==> src/rtl/sprite_pkg.sv <==
// Shared constants and types for the sprite animation fetch block.
package sprite_pkg;

  localparam int          SPR_W       = 32;
  localparam int          SPR_H       = 32;
  localparam int          NUM_FRAMES  = 4;
  localparam int          FRAME_TICKS = 8;
  localparam int          ADDR_W      = 19;
  localparam logic [23:0] TRANSP_RGB  = 24'hfffed2;

  typedef enum logic [1:0] {
    IDLE = 2'd0,
    PLAY = 2'd1,
    DONE = 2'd2
  } anim_state_t;

endpackage

==> src/rtl/sprite_anim_seq.sv <==
// Animation sequencer: walks frames 0..NUM_FRAMES-1, each held for FRAME_TICKS
// vsync pulses, then parks on the last frame until the next start pulse.
// Frame only advances on vsync_tick so a scan never shows two frames.
module sprite_anim_seq
  import sprite_pkg::*;
#(
  parameter int NUM_FRAMES  = sprite_pkg::NUM_FRAMES,
  parameter int FRAME_TICKS = sprite_pkg::FRAME_TICKS,
  parameter int FRAME_W     = (NUM_FRAMES > 1) ? $clog2(NUM_FRAMES) : 1
) (
  input  logic               Clk,
  input  logic               Reset_n,
  input  logic               start,
  input  logic               vsync_tick,
  output logic [FRAME_W-1:0] frame,
  output anim_state_t        state,
  output logic               busy,
  output logic               done
);

  localparam int                 TICK_W     = (FRAME_TICKS > 1) ? $clog2(FRAME_TICKS) : 1;
  localparam logic [TICK_W-1:0]  TICK_LAST  = TICK_W'(FRAME_TICKS - 1);
  localparam logic [FRAME_W-1:0] FRAME_LAST = FRAME_W'(NUM_FRAMES - 1);

  anim_state_t        state_reg, state_next;
  logic [FRAME_W-1:0] frame_reg, frame_next;
  logic [TICK_W-1:0]  tick_reg, tick_next;
  logic               busy_reg, done_reg;

  // State, counters and registered status flags
  always_ff @(posedge Clk or negedge Reset_n) begin
    if (!Reset_n) begin
      state_reg <= IDLE;
      frame_reg <= '0;
      tick_reg  <= '0;
      busy_reg  <= 1'b0;
      done_reg  <= 1'b0;
    end else begin
      state_reg <= state_next;
      frame_reg <= frame_next;
      tick_reg  <= tick_next;
      busy_reg  <= (state_next == PLAY);
      done_reg  <= (state_next == DONE);
    end
  end

  // Next-state logic; start always wins over a coincident vsync_tick
  always_comb begin
    state_next = state_reg;
    frame_next = frame_reg;
    tick_next  = tick_reg;
    case (state_reg)
      IDLE, DONE: begin
        if (start) begin
          state_next = PLAY;
          frame_next = '0;
          tick_next  = '0;
        end
      end
      PLAY: begin
        if (start) begin
          frame_next = '0;
          tick_next  = '0;
        end else if (vsync_tick) begin
          if (tick_reg == TICK_LAST) begin
            tick_next = '0;
            if (frame_reg == FRAME_LAST) begin
              state_next = DONE;
            end else begin
              frame_next = frame_reg + FRAME_W'(1);
            end
          end else begin
            tick_next = tick_reg + TICK_W'(1);
          end
        end
      end
      default: state_next = IDLE;
    endcase
  end

  assign frame = frame_reg;
  assign state = state_reg;
  assign busy  = busy_reg;
  assign done  = done_reg;

endmodule

==> src/rtl/sprite_anim_fetch.sv <==
// Sprite animation fetch: turns the VGA scan position into frame-RAM read
// addresses for the current animation frame and produces a keyed pixel colour
// three clocks later. Optional macro SPRITE_MIRROR_EN adds a flip_x input
// that mirrors the sprite horizontally.
module sprite_anim_fetch
  import sprite_pkg::*;
#(
  parameter int          SPR_W       = sprite_pkg::SPR_W,
  parameter int          SPR_H       = sprite_pkg::SPR_H,
  parameter int          NUM_FRAMES  = sprite_pkg::NUM_FRAMES,
  parameter int          FRAME_TICKS = sprite_pkg::FRAME_TICKS,
  parameter logic [23:0] TRANSP_RGB  = sprite_pkg::TRANSP_RGB
) (
  input  logic              Clk,
  input  logic              Reset_n,
  input  logic              vsync_tick,
  input  logic              start,
  input  logic [9:0]        DrawX,
  input  logic [9:0]        DrawY,
  input  logic [9:0]        PosX,
  input  logic [9:0]        PosY,
`ifdef SPRITE_MIRROR_EN
  input  logic              flip_x,
`endif
  output logic [ADDR_W-1:0] read_address,
  input  logic [23:0]       rom_data,
  output logic [23:0]       pixel_rgb,
  output logic              pixel_on,
  output logic              busy,
  output logic              done
);

  localparam int FRAME_W = (NUM_FRAMES > 1) ? $clog2(NUM_FRAMES) : 1;

  logic [FRAME_W-1:0] frame;
  anim_state_t        state;

  sprite_anim_seq #(
    .NUM_FRAMES  (NUM_FRAMES),
    .FRAME_TICKS (FRAME_TICKS),
    .FRAME_W     (FRAME_W)
  ) u_seq (
    .Clk        (Clk),
    .Reset_n    (Reset_n),
    .start      (start),
    .vsync_tick (vsync_tick),
    .frame      (frame),
    .state      (state),
    .busy       (busy),
    .done       (done)
  );

  // 11-bit compares so a sprite hanging off the right/bottom edge never wraps
  logic [10:0] draw_x_ext, draw_y_ext, pos_x_ext, pos_y_ext;
  logic [10:0] dx_full, dy_full;
  logic        in_box_next;
  logic [ADDR_W-1:0] col_idx, addr_next;

  assign draw_x_ext = {1'b0, DrawX};
  assign draw_y_ext = {1'b0, DrawY};
  assign pos_x_ext  = {1'b0, PosX};
  assign pos_y_ext  = {1'b0, PosY};
  assign dx_full    = draw_x_ext - pos_x_ext;
  assign dy_full    = draw_y_ext - pos_y_ext;

  assign in_box_next = (draw_x_ext >= pos_x_ext) && (draw_x_ext < pos_x_ext + 11'(SPR_W)) &&
                       (draw_y_ext >= pos_y_ext) && (draw_y_ext < pos_y_ext + 11'(SPR_H));

`ifdef SPRITE_MIRROR_EN
  assign col_idx = flip_x ? (ADDR_W'(SPR_W - 1) - ADDR_W'(dx_full)) : ADDR_W'(dx_full);
`else
  assign col_idx = ADDR_W'(dx_full);
`endif

  // Outside the box the address is parked at 0 so off-screen words are never read
  assign addr_next = in_box_next ?
                     (ADDR_W'(frame) * ADDR_W'(SPR_W * SPR_H) +
                      ADDR_W'(dy_full) * ADDR_W'(SPR_W) + col_idx) : '0;

  logic [ADDR_W-1:0] read_address_reg;
  logic              in_box_d1_reg, in_box_d2_reg;
  logic              pixel_on_reg;
  logic [23:0]       pixel_rgb_reg;
  logic              pixel_on_next;

  assign pixel_on_next = in_box_d2_reg && (state != IDLE) && (rom_data != TRANSP_RGB);

  // Three-stage pipeline: address issue, RAM read (in_box delayed), colour key
  always_ff @(posedge Clk or negedge Reset_n) begin
    if (!Reset_n) begin
      read_address_reg <= '0;
      in_box_d1_reg    <= 1'b0;
      in_box_d2_reg    <= 1'b0;
      pixel_on_reg     <= 1'b0;
      pixel_rgb_reg    <= '0;
    end else begin
      read_address_reg <= addr_next;
      in_box_d1_reg    <= in_box_next;
      in_box_d2_reg    <= in_box_d1_reg;
      pixel_on_reg     <= pixel_on_next;
      pixel_rgb_reg    <= pixel_on_next ? rom_data : 24'h0;
    end
  end

  assign read_address = read_address_reg;
  assign pixel_on     = pixel_on_reg;
  assign pixel_rgb    = pixel_rgb_reg;

endmodule

==> config.mk <==
export PLATFORM = sky130hd
export DESIGN_NAME = sprite_anim_fetch
export DESIGN_NICKNAME = d
export VERILOG_FILES = /design/src/rtl/sprite_pkg.sv /design/src/rtl/sprite_anim_seq.sv /design/src/rtl/sprite_anim_fetch.sv
export SDC_FILE = /design/constraint.sdc
export NUM_CORES = 1
export LEC_CHECK = 0
export ABC_CLOCK_PERIOD_IN_PS = 5500
export CAP_MARGIN = 30
export CORE_MARGIN = 5
export CORE_UTILIZATION = 45
export CTS_CLUSTER_SIZE = 30
export DETAILED_ROUTE_END_ITERATION = 8
export GPL_TIMING_DRIVEN = 0
export PLACE_DENSITY_LB_ADDON = 0.1
export SYNTH_ARGS = -nofsm -noshare
export SYNTH_HDL_FRONTEND = slang
export SYNTH_SLANG_ARGS = --single-unit
export TNS_END_PERCENT = 100
==> constraint.sdc <==
create_clock -name Clk -period 5.5 [get_ports Clk]
set_input_delay 1.1 -clock Clk [delete_from_list [all_inputs] [get_ports Clk]]
set_output_delay 1.1 -clock Clk [all_outputs]
set_load 0.01 [all_outputs]
## Yosys cells after proc, flatten, opt, wreduce, memory -nomap -nowiden

Cells that the tools add are included.

| operators by class | value |
|---|---|
| order comparisons | 4 |
| reduce and logical (&&, ||, !) cells | 11 |
| multiplexer cells | 19 |
| eq/ne operators | 11 |
| $add $sub $neg | 8 |

Operators with widths:

| operator | count |
|---|---|
| $mux 24 | 1 |
| $ne 24x24->1 const B | 1 |
| $add 10x6->11 const B | 2 |
| $lt 10x11->1 | 2 |
| $sub 10x10->11 | 2 |
| $ge 10x10->1 | 2 |
| $mux 2 | 10 |
| $add 17x11->18 | 1 |
| $mux 18 | 1 |
| $add 12x16->17 | 1 |
| $mux 3 | 4 |
| $pmux 2 s2 | 2 |
| $eq 2x2->1 const B | 3 |
| $ne 3x3->1 const B | 2 |
| $pmux 3 s2 | 1 |
| $logic_and 1x1->1 | 5 |
| $reduce_and 5->1 | 1 |
| $eq 2x1->1 const B | 2 |
| $reduce_bool 2->1 | 2 |
| $add 3x1->3 const B | 1 |
| $eq 3x3->1 const B | 1 |
| $ne 3x2->1 const B | 1 |
| $reduce_and 3->1 | 1 |
| $add 2x1->2 const B | 1 |
| other kinds (3) | 3 |

| word-level totals | value |
|---|---|
| bits of input ports | 68 |
| bits in registers | 54 |
| output and inout port bits | 46 |
| word-level logic and storage cells | 63 |

## Longest topological paths before layout

Gate-level depths: netlist (run 1).

| depth | value |
|---|---|
| depth after elaboration | 7 |
| gate-level depth with buffers | 19 |
| depth with buffers taken out | 19 |

## By module

A second synthesis (run 1) with hierarchy kept.

| second synthesis, totals | value |
|---|---|
| cells, all modules | 368 |
| area, all modules | 3602.2 um2 |

By module, submodules not included:

| module | area an instance (um2) | times used | seq. area each (um2) | cells each |
|---|---|---|---|---|
| sprite_anim_fetch | 3144.3 | 1 | 1101.1 | 327 |
| sprite_anim_seq | 457.9 | 1 | 225.2 | 41 |

## Least setup slack after synthesis (run 1)

Ideal clock, no wire load.

| timing | value |
|---|---|
| path kind | input -> register |
| start | in DrawX[0] |
| end | reg read_address_reg[15] (netlist: read_address[15]) |
| cell stages on the path | 18 |
| data required time | 5.366 ns |
| arrival time | 4.419 ns |
| buffers on the path | 0 |
| library setup time | 0.134 ns |
| slack | 0.947 ns |
| path through | inv_1 > ha_1 > inv_1 > fa_1 > a21o_1 > a21o_1 > a21o_1 > a21oi_1 > o21ai_1 > a21o_1 > a21oi_1 > fa_1 > ha_1 > o21a_1 > o21ai_0 > a211oi_1 > a21o_1 > a21oi_1 |

| between the ends | value |
|---|---|
| cells in the longest elaborated chain, start to end | 5 |
| elaborated cells on any way between the ends | 8 |
| classes of those cells | add/sub: 2; order compare: 2; mux: 1; reduce/logical: 3 |

Ends and longest elaborated chain:

| item | line | RTL |
|---|---|---|
| start, declared | sprite_anim_fetch.sv:18 | `input logic [9:0] DrawX,` |
| parallel branches: the longest is 4 deep, another holds $add 17x11->18 | n/a |  |
| $mux 18 * | sprite_anim_fetch.sv:76 | `assign addr_next = in_box_next ?` |
| via addr_next[15] | sprite_anim_fetch.sv:57 | `logic [ADDR_W-1:0] col_idx, addr_next;` |
| end signal, assigned | sprite_anim_fetch.sv:97 | `read_address_reg <= addr_next;` |
| end, declared | sprite_anim_fetch.sv:80 | `logic [ADDR_W-1:0] read_address_reg;` |

Mark *: on every way through the listed nets, which the timed path passes.
A chain may end at the register's enable or synchronous reset.

## Worst setup path in the final report (run 1)

| timing | value |
|---|---|
| start | in PosX[0] |
| end | reg read_address_reg[15] (netlist: read_address[15]) |

| between the ends | value |
|---|---|
| cells in the longest elaborated chain, start to end | 6 |
| elaborated cells on any way between the ends | 9 |
| classes of those cells | add/sub: 3; order compare: 2; mux: 1; reduce/logical: 3 |

Ends and longest elaborated chain:

| item | line | RTL |
|---|---|---|
| start, declared | sprite_anim_fetch.sv:20 | `input logic [9:0] PosX,` |
| $add 10x6->11 | sprite_anim_fetch.sv:66 | `assign in_box_next = (draw_x_ext >= pos_x_ext) && (draw_x_ext < pos_x_ext + 11'(SPR_W)) &&` |
| $lt 10x11->1 | sprite_anim_fetch.sv:66 |  |
| $logic_and 1x1->1 (2 in series) | sprite_anim_fetch.sv:66 |  |
| $logic_and 1x1->1 | sprite_anim_fetch.sv:67 | `(draw_y_ext >= pos_y_ext) && (draw_y_ext < pos_y_ext + 11'(SPR_H));` |
| $mux 18 * | sprite_anim_fetch.sv:76 |  |
| via addr_next[15] | sprite_anim_fetch.sv:57 |  |

The timed path passes the listed nets; every way through them passes the cells marked *.

==> results.md, run 1 <==
- Startpoint Class: input port
- Switching share of power: 0.298
- FP Rows: 32
- Pwr Total: 1.09 mW
- Ports: 114
- Pwr per Cell Area: 220 nW/µm²
- Hold-fix buffers at CTS: 0
- Largest net degree at the start of global routing: 33
- Final Cycle Share: 0.911
- Setup TNS: 0 ps
- Clock transition at path regs: 90 ps
- # H-tree levels: 2
- CP Max Fanout: 3
- Place WS: 188 ps
- Clock network power share: 0.243
- Worst EP required: 5670 ps
- Slowest stage cell, crit path: clkdlybuf4s50_1
- # diodes: 0
- Starting Density: 0.463
- CTS tree: yes
- Largest family of logic cells by synthesized area: adder cells
- Main synth FF type: dfrtp_1
- GRT overflow: 0
- Fin crit period: 5010 ps
- Synth Warn #: 0
- Fill count: 647
- Clk_lat worst skew: 290 ps
- Sequential share of power: 0.378
- Crit path DAT: 5180 ps
- Internal: 0.764 mW
- Post-synthesis adder-cell area fraction: 0.190
- Clk buf depth: 2
- Post-detail-place hpwl: 6.63 mm
- Slew Viols, Final: 0
- Xor-xnor portion of the synthesized cell area: 0.0588
- Post-synthesis compound-gate area fraction: 0.158
- Crit. End Element: register
- R2R depth: 7
- Worst hold path stage count: 0
- Vias in the first global route: 3048
- Worst setup margin: 491 ps
- Crit-path cells: clkdlybuf4s50_1, ha_1, inv_1, fa_1, a21o_1, a21o_1, a21o_1, a21oi_1, o21ai_1, a21o_1, a21oi_1, fa_1, ha_1, o21a_1, o21ai_0, a211oi_1, a21o_1, a21oi_1
- Initial antenna violation count: 0
- Peak Freq: 200 MHz
- I/O Buffers: 111
- Finish-stage setup viols: 0
- Worst min path class: register to register
- Asr flop ratio synth: 1.00
- First-pass GRT wire length: 13.4 mm
- Critical path class: input port to register
- Vias/cell: 5.08
- Area delta synth->final: 38.4%
- Gate Count Post-Synth: 367
- Post-synth top area cell: dfrtp_1
- Total global-route track usage: 0.162
- Final core occ: 0.640
- Avg Cell Area, Syn: 9.74 µm²
- Gate power share: 0.379
- Distinct cells, synth: 49
- Sequential share of the synthesized area: 0.371
- Leak Pwr: 2.33 nW
- Largest stage delay, worst path: 460 ps
- Routed wire length: 7.74 mm
- Chip width: 99.1 µm
- Die Area: 9830 µm²
- GP Congestion: 0.845
- Non-filler cells, final: 590
- Clock skew: 7.19 ps
- CTS Sinks: 53
- Area contributors post-synth: dfrtp_1 37%, ha_1 17%, and2_1 4.2%
- VDD IR max: 0.119 mV
- Register bit total from synthesis: 53
- Worst path most repeated cell: a21o_1
- CTS root buffer: clkbuf_8
- CTS buffer count: 5
- Simple-Gate Fraction of Synth Area: 0.164
- P_sw: 0.324 mW
- Mapped cell area: 3570 µm²
- Layout cells sized above 1: 0.0389
- Outcome: finished clean
- Share of the synthesized area in the top cell type: 0.371
- Hold Violations, Final: 0
- Number of synthesized flops with an enable pin: 0
- Avg WL per Cell: 13.1 µm
- Post-cts resize count: 0
- Die H: 99.1 µm
- Post-synthesis mux area share: 0.00875
- Layout net count: 607
- RSZ-0062 raised after global routing: false
- Max FFs per register: 24
- Post-CTS setup buffers: 0
- DRC Markers: 0
- Vias post-DR: 2999
- Detail Route Antenna Nets: 0
- Iter 0 DRT Violations: 70
- DR pass1 iterations: 4
- CORE AREA: 7730 µm²
- Placed Cells incl. Taps: 582
- Number of max-cap violations: 0
## cells in the final DEF, fill, tap and decap left out, types with 6 or more instances in the layout
cell type / instances
o21ai_0: 14
nor3_1: 7
a21o_1: 13
and2_1: 24
inv_1: 32
clkbuf_1: 6
clkdlybuf4s50_1: 110
nand4_1: 8
nor2_1: 27
nand2_1: 11
clkbuf_8: 6
xnor2_1: 17
dfrtp_1: 53
xor2_1: 7
nand3_1: 13
a21oi_1: 24
a22o_1: 6
a211oi_1: 6
ha_1: 48
## layout make-up
cell class                      count  area, µm²  area share
Tap cell                          102        128      0.0258
Clock buffer                        7       86.3      0.0174
Buffer                              9       48.8     0.00986
Sequential cell                    53       1330       0.268
Inverter                           33        124      0.0250
Clock inverter                      1       30.0     0.00607
Multi-Input combinational cell    273       2080       0.420
Timing Repair Buffer              112       1130       0.228
## stage by stage
step / hold slack (ps) / area (µm²)
global placement: 335 / 4820
floorplan: 331 / 3580
global route: 365 / 4950
finish: 347 / 4950
detailed placement: 338 / 4830
CTS: 350 / 4950
## kinds of logic after synthesis
family,after synthesis
other,1
DFF,53
muxes,3
buffers and inverters,42
xor gates and xnor gates,24
AOI/OAI and AO/OA,83
and+or+nand+nor,109
adders and majority gates,52
## worst max-delay path: cells and delay by family
family	cells	cell delay [ps]
AOI/OAI and AO/OA	12	2210
adders and majority gates	4	1350
buffers and inverters	2	510
## metal layers
layer / vias to the layer above / GRT usage / part of all wire
li1: 1524 / - / -
met1: 1376 / 0.206 / 0.44
met2: 93 / 0.289 / 0.49
met3: 6 / 0.0252 / 0.059
met4: 0 / 0.0378 / 0.010
met5: - / 0 / 0
## power by group through the flow
| stage | Combinational [mW] | Clock, mW | Sequential, mW |
|---|---|---|---|
| 2_1_floorplan | 0.260 | 0 | 0.427 |
| 3_3_place_gp | 0.405 | 0 | 0.419 |
| 3_5_place_dp | 0.412 | 0 | 0.419 |
| 4_1_cts | 0.415 | 0.271 | 0.411 |
| 5_1_grt | 0.470 | 0.289 | 0.413 |
| 6_report | 0.412 | 0.264 | 0.411 |
## final timing paths
path	startpoint	slack, ps	end
worst min register to register	in_box_d1_reg	350	in_box_d2_reg
min in group asynchronous	Reset_n	760	pixel_on
max in group asynchronous	Reset_n	4210	read_address[13]
worst max register to register	u_seq.frame[0]	3220	read_address[15]
worst max-delay path	PosX[0]	490	read_address[15]
worst min-delay path	in_box_d1_reg	350	in_box_d2_reg
## cell usage after synthesis, types with 3 or more instances
cell / instances
fa_1: 4
xor2_1: 7
and2_1: 24
clkbuf_1: 5
a21oi_1: 24
nand3_1: 13
inv_1: 32
nand2b_1: 3
nand2_1: 11
nand4b_1: 4
ha_1: 48
nor3b_1: 3
nand4_1: 8
a21o_1: 13
dfrtp_1: 53
a22o_1: 6
nor3_1: 7
a211oi_1: 6
o21ai_0: 14
xnor2_1: 17
nor2_1: 27
(Power assumes the default switching activity.)
==> run 2, diff against run 1 <==
==> constraint.sdc (replaced) <==
create_clock -name Clk -period 5.5 [get_ports Clk]
set_input_delay 0.825 -clock Clk [delete_from_list [all_inputs] [get_ports Clk]]
set_output_delay 0.825 -clock Clk [all_outputs]
set_load 0.01 [all_outputs]
==> results of run 2 <==
Same layout as run 1 (identical final DEF). Status: finished clean.
Main changes from that run: setup slack after placement 188 ps -> 463 ps; setup slack after layout 491 ps -> 766 ps
==> run 3, diff against run 2 <==
Settings changed: CORE_MARGIN 5 to 2.
==> results.md, run 3 (synthesized netlist as in run 1, its figures left out) <==
- Pwr per Cell Area: 210 nW/µm²
- Post-CTS setup buffers: 0
- FP Rows: 32
- Post-detail-place hpwl: 6.26 mm
- Iter 0 DRT Violations: 73
- Initial antenna violation count: 0
- CTS root buffer: clkbuf_8
- GRT overflow: 0
- CP Max Fanout: 3
- Crit path DAT: 5030 ps
- R2R Setup Slk: 3140 ps
- Hold_ws: 379 ps
- Layout net count: 607
- Worst hold path stage count: 0
- First-pass GRT wire length: 12.4 mm
- CTS buffer count: 5
- Most common cell after layout, fill and taps aside: clkdlybuf4s50_1
- Ports: 114
- I/O Buffers: 111
- Clk buf depth: 2
- Number of max-cap violations: 0
- Post-cts resize count: 0
- Leak Pwr: 2.32 nW
- Chip width: 93.1 µm
- Starting Density: 0.463
- Vias in the first global route: 2904
- Final core occ: 0.636
- Hold Violations, Final: 0
- Vias post-DR: 2986
- DRC Markers: 0
- Worst EP required: 5720 ps
- Avg WL per Cell: 12.8 µm
- Final Cycle Share: 0.873
- Vias/cell: 5.06
- Reg-to-Reg End: read_address[15]
- Worst path most repeated cell: a21o_1
- Crit-path cells: clkdlybuf4s50_1, ha_1, inv_1, fa_1, a21o_1, a21o_1, a21o_1, a21oi_1, o21ai_1, a21o_1, a21oi_1, fa_1, ha_1, o21a_1, o21ai_0, a211oi_1, a21o_1, a21oi_1
- Tightest Pin Transition: 499 ps
- Total global-route track usage: 0.175
- Worst Path Buf+Inv: 2
- RSZ-0062 raised after global routing: false
- Critical path class: input port to register
- CTS Sinks: 53
- DR pass1 iterations: 4
- Clk_lat worst skew: 300 ps
- Hold-fix buffers at CTS: 0
- Clock transition at path regs: 90 ps
- CORE AREA: 7730 µm²
- Routed wire length: 7.54 mm
- VDD IR max: 0.102 mV
- Largest stage delay, worst path: 460 ps
- Slew headroom: 0.665
- Clock skew: 5.06 ps
- Hold Path Origin: in_box_d1_reg
- Top delay family on crit path: compound AO/OA/AOI/OAI gates
- Outcome: finished clean
- Max FFs per register: 24
- Setup TNS: 0 ps
- Worst min path class: register to register
- Layout cells sized above 1: 0.0410
- # diodes: 0
- Slowest stage cell, crit path: clkdlybuf4s50_1
- Finish-stage setup viols: 0
- # H-tree levels: 2
- Crit. End Element: register
- Peak Freq: 208 MHz
- WHS Endpoint: in_box_d2_reg
- Area delta synth->final: 37.6%
- Die H: 93.1 µm
- R2R depth: 7
- Dpl cell area: 4830 µm²
- R2r startpoint: u_seq.frame[0]
- GP Congestion: 0.816
- Slew Viols, Final: 0
- Fin crit period: 4800 ps
- Detail Route Antenna Nets: 0
- Startpoint Class: input port
- Die Area: 8670 µm²
- Most frequent cells in the layout: 110 x clkdlybuf4s50_1, 53 x dfrtp_1, 48 x ha_1
- CTS tree: yes
- Largest net degree at the start of global routing: 39
- Fin area: 4920 µm²
[run 3: per-layer routing]
metal	track usage	part of all wire
met5	0	0
met4	0.0539	0.016
met2	0.315	0.48
met1	0.216	0.46
met3	0.0250	0.048
[run 3: power breakdown]
part	internal, mW	switching, mW	total (mW)
Clock	0.0880	0.121	0.209
Sequential	0.406	0.00527	0.411
Combinational	0.209	0.205	0.414
[run 3: cell type report]
cell class,instances,area (µm²)
Fill cell,669,2810
Clock buffer,5,68.8
Inverter,33,124
Sequential cell,53,1330
Multi-Input combinational cell,273,2080
Timing Repair Buffer,112,1130
Tap cell,102,128
Buffer,9,48.8
Clock inverter,3,17.5
[run 3: worst reg2reg max path, delay by kind of cell, from the launching register on]
kind / cells / cell delay [ps]
compound gates: 5 / 990
fa+ha+maj: 2 / 850
flops: 1 / 460
[run 3: through the flow]
stage               setup slack [ps]  cells  power [mW]
floorplan                       1220    368       0.687
global placement                 452    581       0.824
detailed placement               391    582       0.832
CTS                              685    590        1.05
global route                     457    590        1.12
finish                           697    590        1.03
[run 3: how the worst max path moves through the flow]
stage	start	endpoint	slack [ps]	cells past startpoint
2_1_floorplan	DrawX[0]	read_address[15]	1220	18
3_3_place_gp	PosX[0]	read_address[15]	450	18
3_5_place_dp	PosX[0]	read_address[15]	390	18
4_1_cts	PosX[0]	read_address[15]	690	18
5_1_grt	DrawX[0]	read_address[15]	460	19
6_report	PosX[0]	read_address[15]	700	18
